$ cat src/rtl/uart_pkg.sv
// Shared UART definitions: frame states, default bit timing and data width.
package uart_pkg;

    localparam int unsigned CLK_HZ     = 50_000_000;
    localparam int unsigned BAUD       = 115_200;
    localparam int unsigned OVERSAMPLE = 16;
    localparam int unsigned TICK_DIV   = CLK_HZ / (BAUD * OVERSAMPLE);
    localparam int unsigned DATA_BITS  = 8;

    typedef enum logic [2:0] {
        IDLE,
        START,
        DATA,
        PARITY,
        STOP
    } uart_state_e;

endpackage

$ cat src/rtl/uart_baud_tick.sv
// Oversample tick generator: one-clk tick every DIV clocks, restartable via clr.
// tick is registered and high in the same cycle the internal counter sits at DIV-1.
module uart_baud_tick
    import uart_pkg::*;
#(
    parameter int unsigned DIV = TICK_DIV
) (
    input  logic clk,
    input  logic rst_n,
    input  logic clr,
    output logic tick
);

    localparam int unsigned CW = (DIV > 1) ? $clog2(DIV) : 1;

    logic [CW-1:0] cnt_q;
    logic [CW-1:0] cnt_d;

    // Next clock-counter value: restart on clr, wrap at DIV-1
    always_comb begin
        cnt_d = cnt_q + CW'(1);
        if (clr || (cnt_q == CW'(DIV - 1))) begin
            cnt_d = '0;
        end
    end

    // Counter and tick register; tick marks the wrap cycle
    always_ff @(posedge clk or negedge rst_n) begin
        if (!rst_n) begin
            cnt_q <= '0;
            tick  <= 1'b0;
        end else begin
            cnt_q <= cnt_d;
            tick  <= (cnt_d == CW'(DIV - 1));
        end
    end

endmodule

$ cat src/rtl/uart_tx.sv
// UART transmitter, 8 data bits LSB first, 1 stop bit, 16 ticks per bit.
// Build option UART_TX_PARITY_EN inserts an even-parity bit before the stop bit.
// tx/ready/busy/done are registered; tx follows the frame state one clock later,
// so the line falls one clock after the accepting edge.
module uart_tx
    import uart_pkg::*;
(
    input  logic                 clk,
    input  logic                 rst_n,
    input  logic [DATA_BITS-1:0] data_in,
    input  logic                 valid_in,
    output logic                 ready,
    output logic                 tx,
    output logic                 busy,
    output logic                 done
);

    localparam int unsigned TCW = (OVERSAMPLE > 1) ? $clog2(OVERSAMPLE) : 1;
    localparam int unsigned BIW = (DATA_BITS > 1) ? $clog2(DATA_BITS) : 1;

    uart_state_e          state_q;
    uart_state_e          state_d;
    logic [DATA_BITS-1:0] shift_q;
    logic [TCW-1:0]       tick_cnt_q;
    logic [BIW-1:0]       bit_idx_q;
    logic                 tick;
    logic                 accept;
    logic                 bit_end;
    logic                 last_bit;
    logic                 tx_d;
    logic                 ready_d;
    logic                 busy_d;
    logic                 done_d;
`ifdef UART_TX_PARITY_EN
    logic                 parity_q;
`endif

    assign accept   = valid_in & ready;
    assign bit_end  = tick & (tick_cnt_q == TCW'(OVERSAMPLE - 1));
    assign last_bit = (bit_idx_q == BIW'(DATA_BITS - 1));

    uart_baud_tick #(
        .DIV (TICK_DIV)
    ) u_baud_tick (
        .clk   (clk),
        .rst_n (rst_n),
        .clr   (accept),
        .tick  (tick)
    );

    // Frame state register
    always_ff @(posedge clk or negedge rst_n) begin
        if (!rst_n) begin
            state_q <= IDLE;
        end else begin
            state_q <= state_d;
        end
    end

    // Next state and next output values
    always_comb begin
        state_d = state_q;
        tx_d    = 1'b1;
        ready_d = 1'b0;
        busy_d  = 1'b0;
        done_d  = 1'b0;
        case (state_q)
            IDLE: begin
                ready_d = ~accept;
                if (accept) begin
                    state_d = START;
                end
            end
            START: begin
                tx_d = 1'b0;
                if (bit_end) begin
                    state_d = DATA;
                end
            end
            DATA: begin
                tx_d = shift_q[0];
                if (bit_end && last_bit) begin
`ifdef UART_TX_PARITY_EN
                    state_d = PARITY;
`else
                    state_d = STOP;
`endif
                end
            end
`ifdef UART_TX_PARITY_EN
            PARITY: begin
                tx_d = parity_q;
                if (bit_end) begin
                    state_d = STOP;
                end
            end
`endif
            STOP: begin
                if (bit_end) begin
                    state_d = IDLE;
                    done_d  = 1'b1;
                end
            end
            default: begin
                state_d = IDLE;
            end
        endcase
        busy_d = (state_d != IDLE);
    end

    // Shift register, tick counter and bit index
    always_ff @(posedge clk or negedge rst_n) begin
        if (!rst_n) begin
            shift_q    <= '0;
            tick_cnt_q <= '0;
            bit_idx_q  <= '0;
        end else if (accept) begin
            shift_q    <= data_in;
            tick_cnt_q <= '0;
            bit_idx_q  <= '0;
        end else begin
            if (tick) begin
                tick_cnt_q <= (tick_cnt_q == TCW'(OVERSAMPLE - 1)) ? '0 : tick_cnt_q + TCW'(1);
            end
            if (bit_end && (state_q == DATA)) begin
                shift_q   <= shift_q >> 1;
                bit_idx_q <= last_bit ? '0 : bit_idx_q + BIW'(1);
            end
        end
    end

`ifdef UART_TX_PARITY_EN
    // Even parity of the accepted byte, captured before shifting destroys it
    always_ff @(posedge clk or negedge rst_n) begin
        if (!rst_n) begin
            parity_q <= 1'b0;
        end else if (accept) begin
            parity_q <= ^data_in;
        end
    end
`endif

    // Registered outputs; reset leaves the line idle high
    always_ff @(posedge clk or negedge rst_n) begin
        if (!rst_n) begin
            tx    <= 1'b1;
            ready <= 1'b1;
            busy  <= 1'b0;
            done  <= 1'b0;
        end else begin
            tx    <= tx_d;
            ready <= ready_d;
            busy  <= busy_d;
            done  <= done_d;
        end
    end

endmodule

$ cat config.mk
export PLATFORM = sky130hd
export DESIGN_NAME = uart_tx
export DESIGN_NICKNAME = d
export VERILOG_FILES = /design/src/rtl/uart_pkg.sv /design/src/rtl/uart_baud_tick.sv /design/src/rtl/uart_tx.sv
export SDC_FILE = /design/constraint.sdc
export NUM_CORES = 1
export LEC_CHECK = 0
export ABC_CLOCK_PERIOD_IN_PS = 1800
export CAP_MARGIN = 40
export CORE_MARGIN = 1.5
export CORE_UTILIZATION = 40
export CTS_BUF_LIST = sky130_fd_sc_hd__clkbuf_16
export DETAILED_ROUTE_END_ITERATION = 7
export SYNTH_ARGS = -nofsm -noshare
export SYNTH_HDL_FRONTEND = slang
export SYNTH_SLANG_ARGS = --single-unit
$ cat constraint.sdc
create_clock -name clk -period 1.8 [get_ports clk]
set_input_delay 0.27 -clock clk [delete_from_list [all_inputs] [get_ports clk]]
set_output_delay 0.27 -clock clk [all_outputs]
set_load 0.05 [all_outputs]
### Word-level counts from Yosys, hierarchy flattened

Index checks and enable logic that the tools add are counted.

* $add $sub $neg: 3
* $mul: 0
* divide/modulo/power cells: 0
* order comparisons: 0
* equal/unequal tests: 7
* shift-type cells: 0
* mux-type cells: 18
* bitwise gates (word level): 3
* reduce and logical (&&, ||, !) cells: 7

Operators with widths (count)
* $mux W3: 7
* $mux W8: 2
* $mux W4: 3
* $pmux W3 S4: 1
* $eq A5 B5 Y1 const B: 2
* $eq A3 B3 Y1 const B: 2
* $add A5 B1 Y5 const B: 1
* $mux W5: 1
* $add A4 B1 Y4 const B: 1
* $eq A4 B4 Y1 const B: 1
* $reduce_bool A2 Y1: 2
* $add A3 B1 Y3 const B: 1
* $eq A3 B1 Y1 const B: 1
* $eq A3 B2 Y1 const B: 1
* $logic_not A3 Y1: 1
* $mux W1: 3
* $reduce_bool A3 Y1: 1
* $and A1 B1 Y1: 2
* $logic_and A1 B1 Y1: 2
* $pmux W1 S2: 1
* $logic_or A1 B1 Y1: 1
* $not A1 Y1: 1

* flip-flop bits (word level): 28
* latch bits: 0
* bits in writable memories: 0
* ROM bits: 0
* bits of input ports: 11
* output and inout bits: 4
* logic and storage cells: 48
* memories: 0

### Longest topological paths before layout

Gate-level depths: netlist (run 1).

* depth in word-level cells: 6
* mapped depth: 5
* mapped depth without buffers: 5

### By module

Synthesis (run 1) repeated with hierarchy kept, for this count alone.

* cells, all modules: 143
* area, all modules: 1426.4 um^2

By module, submodules not included
* uart_tx: instances 1, cells each 115, area an instance 1084.8 um^2
* uart_baud_tick: instances 1, cells each 28, area an instance 341.6 um^2

### Worst setup path after synthesis (run 1)

No wires, ideal clock.

* path kind: reg-to-reg
* start point: reg ready
* end point: reg shift_q[7]
* arrival time: 1.384 ns
* path slack: 0.288 ns
* stages on the path, launching flop included: 5
* path buffers: 2
* path through: dfstp_2 -> and2_1 -> clkbuf_1 -> buf_2 -> o21ai_0

* cells in the longest elaborated chain, start to end: 2
* elaborated cells on any way between the ends: 3

Ends and longest elaborated chain
* from (decl): line uart_tx.sv:12 `output logic ready,`
* from (signal assigned): line uart_tx.sv:152 `ready <= ready_d;`
* $and A1 B1 Y1 *: line uart_tx.sv:38 `assign accept = valid_in & ready;`
* $mux W8 / $reduce_bool A2 Y1 (equally long branches)
* to (signal assigned): line uart_tx.sv:118 `shift_q <= data_in;`
* to (signal assigned): line uart_tx.sv:126 `shift_q <= shift_q >> 1;`
* to (decl): line uart_tx.sv:23 `logic [DATA_BITS-1:0] shift_q;`

Every way passes the cells marked *; elsewhere a longest branch is shown, timed or not.
A chain may end at the register's enable or synchronous reset.

### Worst setup path after layout (run 1)

* start point: reg done
* end point: out done

RTL lines
* from (decl): line uart_tx.sv:15 `output logic done`
* from (signal assigned): line uart_tx.sv:154 `done <= done_d;`

No word-level cell between the ends.

==> impl_summary.md, run 1 <==
Status
The run finished with clean final reports.

Floorplan
The floorplan step set the die height to 61.87 µm. The core region is 3337 µm². The floorplan has 21 rows. The die is 61.87 µm wide.

The initial utilization of the core area, before any placement, comes to 41.54%. Pin placement for this block handled 15 I/O pins. The total die area is 3828 µm².

Setup path
The reg-to-reg critical path startpoint is bit_idx_q[0]. The worst setup path is captured at a primary output. The most critical setup path has its startpoint at done. The path depth of the worst reg2reg path is 4. In this run the critical register-to-register path is captured at bit_idx_q[0]. The arrival time of data at the critical path endpoint is 1.37 ns. At the worst endpoint, the required time is 1.53 ns. Across all register-to-register paths, the minimum setup slack is 0.27 ns. The largest individual stage delay along the critical path comes from the cell sky130_fd_sc_hd__clkdlybuf4s50_1. Along the worst path, the maximum fanout reaches 1.

The startpoint-to-endpoint class of the critical path is register to primary output. The worst setup path is launched from a register. Together, buffers and inverters on the worst path number 1.

The cell family contributing the most delay on the critical path is buffers and inverters. Walking the worst path, the cells encountered are clkdlybuf4s50_1. Following the worst setup path forward leads to its endpoint at done. The largest single stage delay on the critical path is 0.79 ns. In this run the number of cells on the critical path is 1.

Logic synthesis
The average footprint of a synthesized cell is 9.763 µm². Among all flip-flop cells after synthesis, the most frequent one is sky130_fd_sc_hd__dfrtp_1. The synthesized design spends more area on one cell type than any other, namely sky130_fd_sc_hd__dfrtp_1. In this run, synthesis produced a sequential element count of 28. The sequential area share after synthesis is 50.72%. The number of different library cells in the post-synthesis netlist is 37. The synthesized netlist net count is 158. The number of enable flip-flop cells after synthesis is 0.

Of all flip-flops after synthesis, the portion carrying an async set or reset was 100.0%. The share of synthesized area in the top cell type comes to 46.93%. The gate count after technology mapping is 142.

Yosys printed 0 warnings. Sorting the synthesized cells by area gives the leading types as sky130_fd_sc_hd__dfrtp_1 47%, sky130_fd_sc_hd__a21oi_1 5.4%, sky130_fd_sc_hd__o21ai_0 5.1%. The synthesized netlist occupies a cell area of 1386 µm².

Cells and area
The finished layout holds 205 standard cells, fillers aside. The share of cells above drive strength 1 is 11.32%. The net count of the finished layout is 176. 0 antenna diodes ended up in the layout. The layout overhead on the synthesized area is 20.76%.

Global routing
The total global routing overflow is 0. The number of global-route vias before repair is 1024. The largest net degree at the start of global routing is 29. Across every metal layer, demand over resource in global routing totals 15.87%.

The initial antenna violation count is 0. The wire length of the first global-routing pass is 4.498 mm.

Timing
Between clock sinks in the finished design, the worst skew comes to 0.001595 ns. The max-slew headroom at the worst pin is 67.11%. The setup TNS is 0 ns. The final hold violation count is 0. For the pin with the worst max-slew slack, the measured transition is 0.4919 ns.

For this run, the top clock speed supported by timing is 611.5 MHz. The final setup violation count is 0. The smallest clock period supported by the final layout is computed as 1.635 ns. The final period utilization is 90.85%. The final number of max-transition violations is 0. Setup repair after global routing left no endpoint under its margin.

Clocking
Counting every sink on the clock net gives 28. Once the clock tree was built, the setup fixing pass inserted 0 buffers. The maximum root-to-sink buffer count is 2. Hold repair after CTS inserted 0 buffers. In this run the number of H-tree levels came out at 1. The clock reaches the later pin of the worst-skew pair after 0.26 ns. The clock transition at the registers of the reported paths is 0.06 ns. TritonCTS built the clock tree. The number of gates resized after cts is 0. The clock tree root buffer cell is sky130_fd_sc_hd__clkbuf_16.

The number of buffers inserted during clock tree synthesis is 3.

Power and ir drop
The largest vdd supply drop is 0.7942 mV. The power density over the cells is 1060 nW/µm². The fraction of power consumed by the clock network is 27.8%. The internal portion of the total power is 0.001254 W. The sequential fraction of design power is 50.9%.

The static power due to leakage is 0.6981 nW. The portion of total power attributed to combinational logic is 21.3%. Net switching is 29.34% of the power. The reported net switching power is 0.0005207 W.

Drt
For this run, design rule violations remaining after detail routing come to 0. Across all layers, the routed design uses 1109 vias. The total routed wirelength is 2.697 mm.

Dividing the detail-routed wire length by the instance count gives 13.16 µm. The average via count per standard cell is 5.410. The first detailed-routing pass ran for 4 iterations. In this run, the number of DRC markers left after iteration 0 of detailed routing was 85. The number of nets still failing antenna checks after routing is 0.

Placement
Routability-driven placement finished with a final weighted congestion of 0.7496. After detailed placement, the design holds a cell count of 201. The half-perimeter wire length of the detailed placement result is 1.959 mm.

Port buffering added 14 buffers.

Job
The tool flagged a number of max-cap violations equal to 0.

Worst hold path
The path class of the tightest hold or removal check is input port to async pin.
==> cells in the mapped netlist (2+ instances only) <==
library cell               number
sky130_fd_sc_hd__xor2_1         3
sky130_fd_sc_hd__ha_1           5
sky130_fd_sc_hd__or3_1          2
sky130_fd_sc_hd__dfstp_2        2
sky130_fd_sc_hd__a21oi_1       15
sky130_fd_sc_hd__nand3_1        6
sky130_fd_sc_hd__or3b_1         2
sky130_fd_sc_hd__dfrtp_1       26
sky130_fd_sc_hd__nor2b_1        3
sky130_fd_sc_hd__mux2i_1        3
sky130_fd_sc_hd__buf_2          5
sky130_fd_sc_hd__a31oi_1        7
sky130_fd_sc_hd__clkbuf_1       3
sky130_fd_sc_hd__o21ai_0       14
sky130_fd_sc_hd__nor2_1        16
sky130_fd_sc_hd__inv_1          3
sky130_fd_sc_hd__nand2_1        7
==> stage by stage <==
stage	area, µm²	setup WS [ns]	util [%]	power, W	hold WS [ns]
floorplan	1386	0.2878	-	0.001162	-0.02559
global placement	1595	0.3333	47.81	0.001270	0.4828
detailed placement	1595	0.2840	47.81	0.001300	0.4973
CTS	1674	0.1589	50.17	0.001796	0.4042
global route	1674	0.1018	50.17	0.001899	0.4292
finish	1674	0.1646	50.17	0.001775	0.3883
==> placed cells by master, fill, tap and decap left out, types with 2 or more instances in the layout <==
master and count:
sky130_fd_sc_hd__ha_1 5, sky130_fd_sc_hd__nor2b_1 3, sky130_fd_sc_hd__xor2_1 3, sky130_fd_sc_hd__or3_1 2
sky130_fd_sc_hd__o21ai_0 14, sky130_fd_sc_hd__nand2_1 7, sky130_fd_sc_hd__a21oi_1 15, sky130_fd_sc_hd__or3b_1 2
sky130_fd_sc_hd__a31oi_1 7, sky130_fd_sc_hd__buf_4 10, sky130_fd_sc_hd__dfrtp_1 26, sky130_fd_sc_hd__mux2i_1 3
sky130_fd_sc_hd__dfstp_2 2, sky130_fd_sc_hd__clkdlybuf4s50_1 12, sky130_fd_sc_hd__nand3_1 6, sky130_fd_sc_hd__nor2_1 16
sky130_fd_sc_hd__clkbuf_16 3, sky130_fd_sc_hd__inv_1 4
==> metal layers <==
layer | up-vias | global-route usage, % | wire (µm)
met4 | 0 | 2.736 | 9
met1 | 551 | 19.84 | 1149
li1 | 540 | - | -
met5 | - | 0 | 0
met2 | 16 | 27.67 | 1453
met3 | 2 | 4.555 | 84
==> sequential cells by signal (all words and copies together), names as in the netlist <==
register,count
shift_q,8
u_baud_tick.cnt_q,5
tick_cnt_q,4
bit_idx_q,3
state_q,3
busy,1
done,1
ready,1
tx,1
u_baud_tick.tick,1
==> cell type report <==
type,count,area [µm²]
clock buffers,3,75.07
clock inverters,1,3.754
fillers,323,1663
inverters,3,11.26
multi-input cells,102,628.1
flip-flops and latches,28,703.2
well taps,46,57.56
repair buffers,22,195.2
==> power by group through the flow <==
stage | combinational [W] | clock [W] | sequential (W)
3_5_place_dp | 0.000381 | 0 | 0.000919
5_1_grt | 0.000439 | 0.000529 | 0.000930
2_1_floorplan | 0.000262 | 0 | 0.000899
4_1_cts | 0.000384 | 0.000506 | 0.000906
6_report | 0.000379 | 0.000493 | 0.000903
3_3_place_gp | 0.000365 | 0 | 0.000905
==> cells by family after synthesis <==
kind of cell | after synthesis | synth area share, %
and+or+nand+nor | 50 | 19.68
AOI/OAI and AO/OA | 40 | 16.43
DFF | 28 | 50.72
buffers and inverters | 12 | 3.971
adders and majority gates | 5 | 4.513
xor gates and xnor gates | 4 | 2.528
muxes | 3 | 2.166
==> worst min path at each step <==
stage,endpoint,slack (ns)
2_1_floorplan,bit_idx_q[0],-0.03
3_3_place_gp,u_baud_tick.cnt_q[0],0.48
3_5_place_dp,u_baud_tick.cnt_q[0],0.50
4_1_cts,bit_idx_q[1],0.40
5_1_grt,state_q[2],0.43
6_report,done,0.39
Note: power is estimated with default switching activity, not from simulation.
==> run 2, diff against run 1 <==
--- a/config.mk
+++ b/config.mk
@@ -5,6 +5,7 @@
 export SDC_FILE = /design/constraint.sdc
 export NUM_CORES = 1
 export LEC_CHECK = 0
+export ABC_AREA = 1
 export ABC_CLOCK_PERIOD_IN_PS = 1800
 export CAP_MARGIN = 40
 export CORE_MARGIN = 1.5
@@ -14,3 +15,4 @@
 export SYNTH_ARGS = -nofsm -noshare
 export SYNTH_HDL_FRONTEND = slang
 export SYNTH_SLANG_ARGS = --single-unit
+export TNS_END_PERCENT = 50
==> run 2 against run 1 <==
Final area shrank 4.6%. Count of clock-buffer cells in the layout is the same. Clock skew grew 0.0040 ns. Sequential share of layout area grew 2.0 points. Synthesized cell count grew 9.9%. Critical path type unchanged. Critical endpoint unchanged.
==> impl_summary.md, run 2 <==
Floorplan
The number of top-level pins is 15. The floorplan step set the die width to 60.80 µm. The floorplan die height is 60.80 µm. The row count is 20. Once the floorplan was initialized, standard cells occupied 43.06% of the core. The total area inside the core boundary comes to 3103 µm². The die covers 3697 µm².

Global routing
The initial antenna violation count is 0. The number of global-route vias before repair came to 957. The first global-routing pass estimated 4.002 mm of wire. Entering global routing, the biggest net connects 29 pins. The global-route usage over all layers is 14.58%. The total global routing overflow is 0.

Logic synthesis
The share of synthesized area in the top cell type comes to 48.69%. The number of storage elements in the synthesis netlist is 28. The number of different library cells in the post-synthesis netlist is 24.

The combined area of all synthesized cells is 1336 µm². The largest total area in the synthesized netlist belongs to sky130_fd_sc_hd__dfrtp_1. Ranked by instance count, the synthesized netlist is headed by 47 x sky130_fd_sc_hd__nand2_1, 26 x sky130_fd_sc_hd__dfrtp_1, 25 x sky130_fd_sc_hd__nor2_1. sky130_fd_sc_hd__nand2_1 is the most common cell in the netlist. Among all flip-flop cells after synthesis, the most frequent one is sky130_fd_sc_hd__dfrtp_1. The number of warnings issued by yosys is 0. Synthesis produced a netlist with a net count of 172. Averaged over all synthesized cells, the footprint is 8.566 µm². The cell count after synthesis came out at 156. Summing the sequential cell areas from Yosys gives 52.62% of the chip area. By area the synthesized netlist is led by sky130_fd_sc_hd__dfrtp_1 49%, sky130_fd_sc_hd__nand2_1 13%, sky130_fd_sc_hd__nor2_1 7.0%. The number of enable flip-flop cells after synthesis is 0. The async set-reset flop share out of synthesis is 100.0%.

Clocking
The number of buffers inserted to repair setup after CTS is 0. In this run the number of H-tree levels came out at 1. The maximum root-to-sink buffer count is 2. CTS placed an instance of sky130_fd_sc_hd__clkbuf_16 at the clock tree root. The number of buffers inserted during clock tree synthesis is 3. The number of gates resized after cts is 0.

After clock tree synthesis, the clock-pin slew on the worst setup and hold paths is 0.07 ns. The hold buffer count at cts is 0. The tree built by TritonCTS fans out to 28 sinks.

The later pin in the worst-skew pair is clocked with a latency of 0.26 ns. TritonCTS built the clock tree.

Timing
Of the available clock period, the critical path in the final layout requires 91.15%. The worst clock skew is 0.005642 ns. The final setup violation count is 0. Setup repair after global routing left no endpoint under its margin. The final hold violation count is 0. The setup TNS is 0 ns. The final number of max-transition violations is 0. Headroom to the max-slew limit came out at 67.17%. The top achievable clock speed is 609.5 MHz. The worst path in the final design needs a cycle of 1.641 ns, including I/O delays and setup.

At the pin with the least slew margin, the transition time is 0.4908 ns.

Setup path
The type of element launching the critical path is a register. The path depth of the worst reg2reg path is 8. The kind of cell with the highest combined delay along the critical path is buffers and inverters. The biggest fanout along the worst timing path is 1. The reg-to-reg critical path endpoint is shift_q[2]. Counting both buffers and inverters, the worst setup path holds a total of 1. By startpoint and endpoint, the worst setup path is classified as register to primary output.

STA puts the critical path data arrival time at 1.37 ns. In this run the register-to-register setup slack is 0.45 ns. The endpoint class of the critical path is a primary output. The reg-to-reg critical path startpoint is tick_cnt_q[0]. The slowest library cell on the worst path is sky130_fd_sc_hd__clkdlybuf4s50_1.

The largest single stage delay on the critical path is 0.79 ns. Walking the worst path, the cells encountered are clkdlybuf4s50_1. For the worst setup path, the data required time is 1.53 ns.

Drt
Dividing the detail-routed via count by the number of cells gives 4.817. The routed layout has 1050 vias. In the final routed layout, each cell accounts on average for 10.22 µm. The detailed-routing iteration count for the pre-antenna-repair pass is 6. The number of remaining DRC errors is 0.

For this block, the routed nets add up to 2.227 mm of wire. The DRC marker count from the first detailed-route iteration is 17. Once detail routing completed, the nets flagged for antenna violations numbered 0.

Cells and area
The final layout contains 191 nets. The flip-flop count of the largest register, all copies and words added is 8. The top cell types in the final layout, fill and taps aside, are 47 x sky130_fd_sc_hd__nand2_1, 26 x sky130_fd_sc_hd__dfrtp_1, 25 x sky130_fd_sc_hd__nor2_1. The finished layout holds 218 standard cells, fillers aside. Leaving out fill and tap cells, the most frequent cell in the layout is sky130_fd_sc_hd__nand2_1. The register name with the most flops is shift_q. In the final layout, the registers with the most flip-flops are shift_q: 8 flops, u_baud_tick.cnt_q: 5 flops, tick_cnt_q: 4 flops. From synthesis to final layout, the design area changed by 19.57%. The share of cells above drive strength 1 is 12.07%. The repair_antennas step left the layout with diodes totalling 0.

Placement
Input and output buffers added on the ports amount to 14. The count of placed standard cells including taps is 214. The half-perimeter wire length of the detailed placement result is 1.695 mm. The congestion estimate from routability-driven global placement came to 0.7786.

Worst hold path
In this run the worst hold path is classified as input port to async pin.

Power and ir drop
The power density over the cells is 1316 nW/µm². The static power due to leakage is 0.8084 nW. The worst-case IR drop observed on VDD is 0.4621 mV.

Status
The run finished with clean final reports.

Job
The tool flagged a number of max-cap violations equal to 0.
## run 2: cell types whose count changed after synthesis, sizes merged, moves of 3 or more
cell,before,now
nor2b,3,0
clkbuf,3,0
a31oi,7,0
mux2i,3,0
nor3,1,7
buf,6,2
a21oi,15,5
nor2,16,27
inv,3,11
nand2,7,50
o21ai,14,6
## run 2: area by class of cell
class,instances,area (µm²)
clock inverters,1,3.754
well taps,44,55.05
repair buffers,16,150.1
flip-flops and latches,28,703.2
fillers,303,1505
multi-input cells,115,566.8
clock buffers,3,75.07
inverters,11,43.79
## run 2: power by group
| part | switching, W | total [W] | internal, W |
|---|---|---|---|
| combinational | 0.000371 | 0.000627 | 0.000256 |
| sequential | 0.000147 | 0.000984 | 0.000837 |
| clock | 0.000194 | 0.000491 | 0.000297 |
## run 2: per-layer routing
layer | share of wire [%] | vias up | global-route usage [%]
met5 | 0 | - | 0
li1 | - | 535 | -
met3 | 4.4 | 2 | 2.559
met4 | 0.67 | 0 | 6.522
met2 | 46 | 24 | 23.81
met1 | 49 | 489 | 18.95
## run 2: cell families (layout without fill, tap and decap cells)
group | Yosys count | after routing | synth area share, %
buf+inv | 13 | 31 | 4.963
simple gates | 97 | 97 | 32.02
compound gates | 11 | 11 | 4.400
fa+ha+maj | 5 | 5 | 4.682
xor+xnor | 2 | 2 | 1.311
flops | 28 | 28 | 52.62
## run 2: worst max-delay path by stage
stage	start	end	slack, ns	depth (start not counted)
final	done	done	0.16	1
after global routing	done	done	0.11	1
after CTS	done	done	0.14	1
after detailed placement	valid_in	shift_q[4]	0.26	7
after global placement	valid_in	shift_q[0]	0.29	7
after floorplan	ready	busy	0.42	7
## run 2: per-stage QoR
step	cell area, µm²	utilization (%)	hold slack [ns]	power [W]	setup slack, ns
2_1_floorplan	1336	-	-0.02559	0.001457	0.4217
3_3_place_gp	1519	48.95	0.4551	0.001590	0.2904
3_5_place_dp	1519	48.95	0.4587	0.001625	0.2574
4_1_cts	1598	51.49	0.3945	0.002128	0.1449
5_1_grt	1598	51.49	0.4229	0.002297	0.1139
6_report	1598	51.49	0.3820	0.002102	0.1592
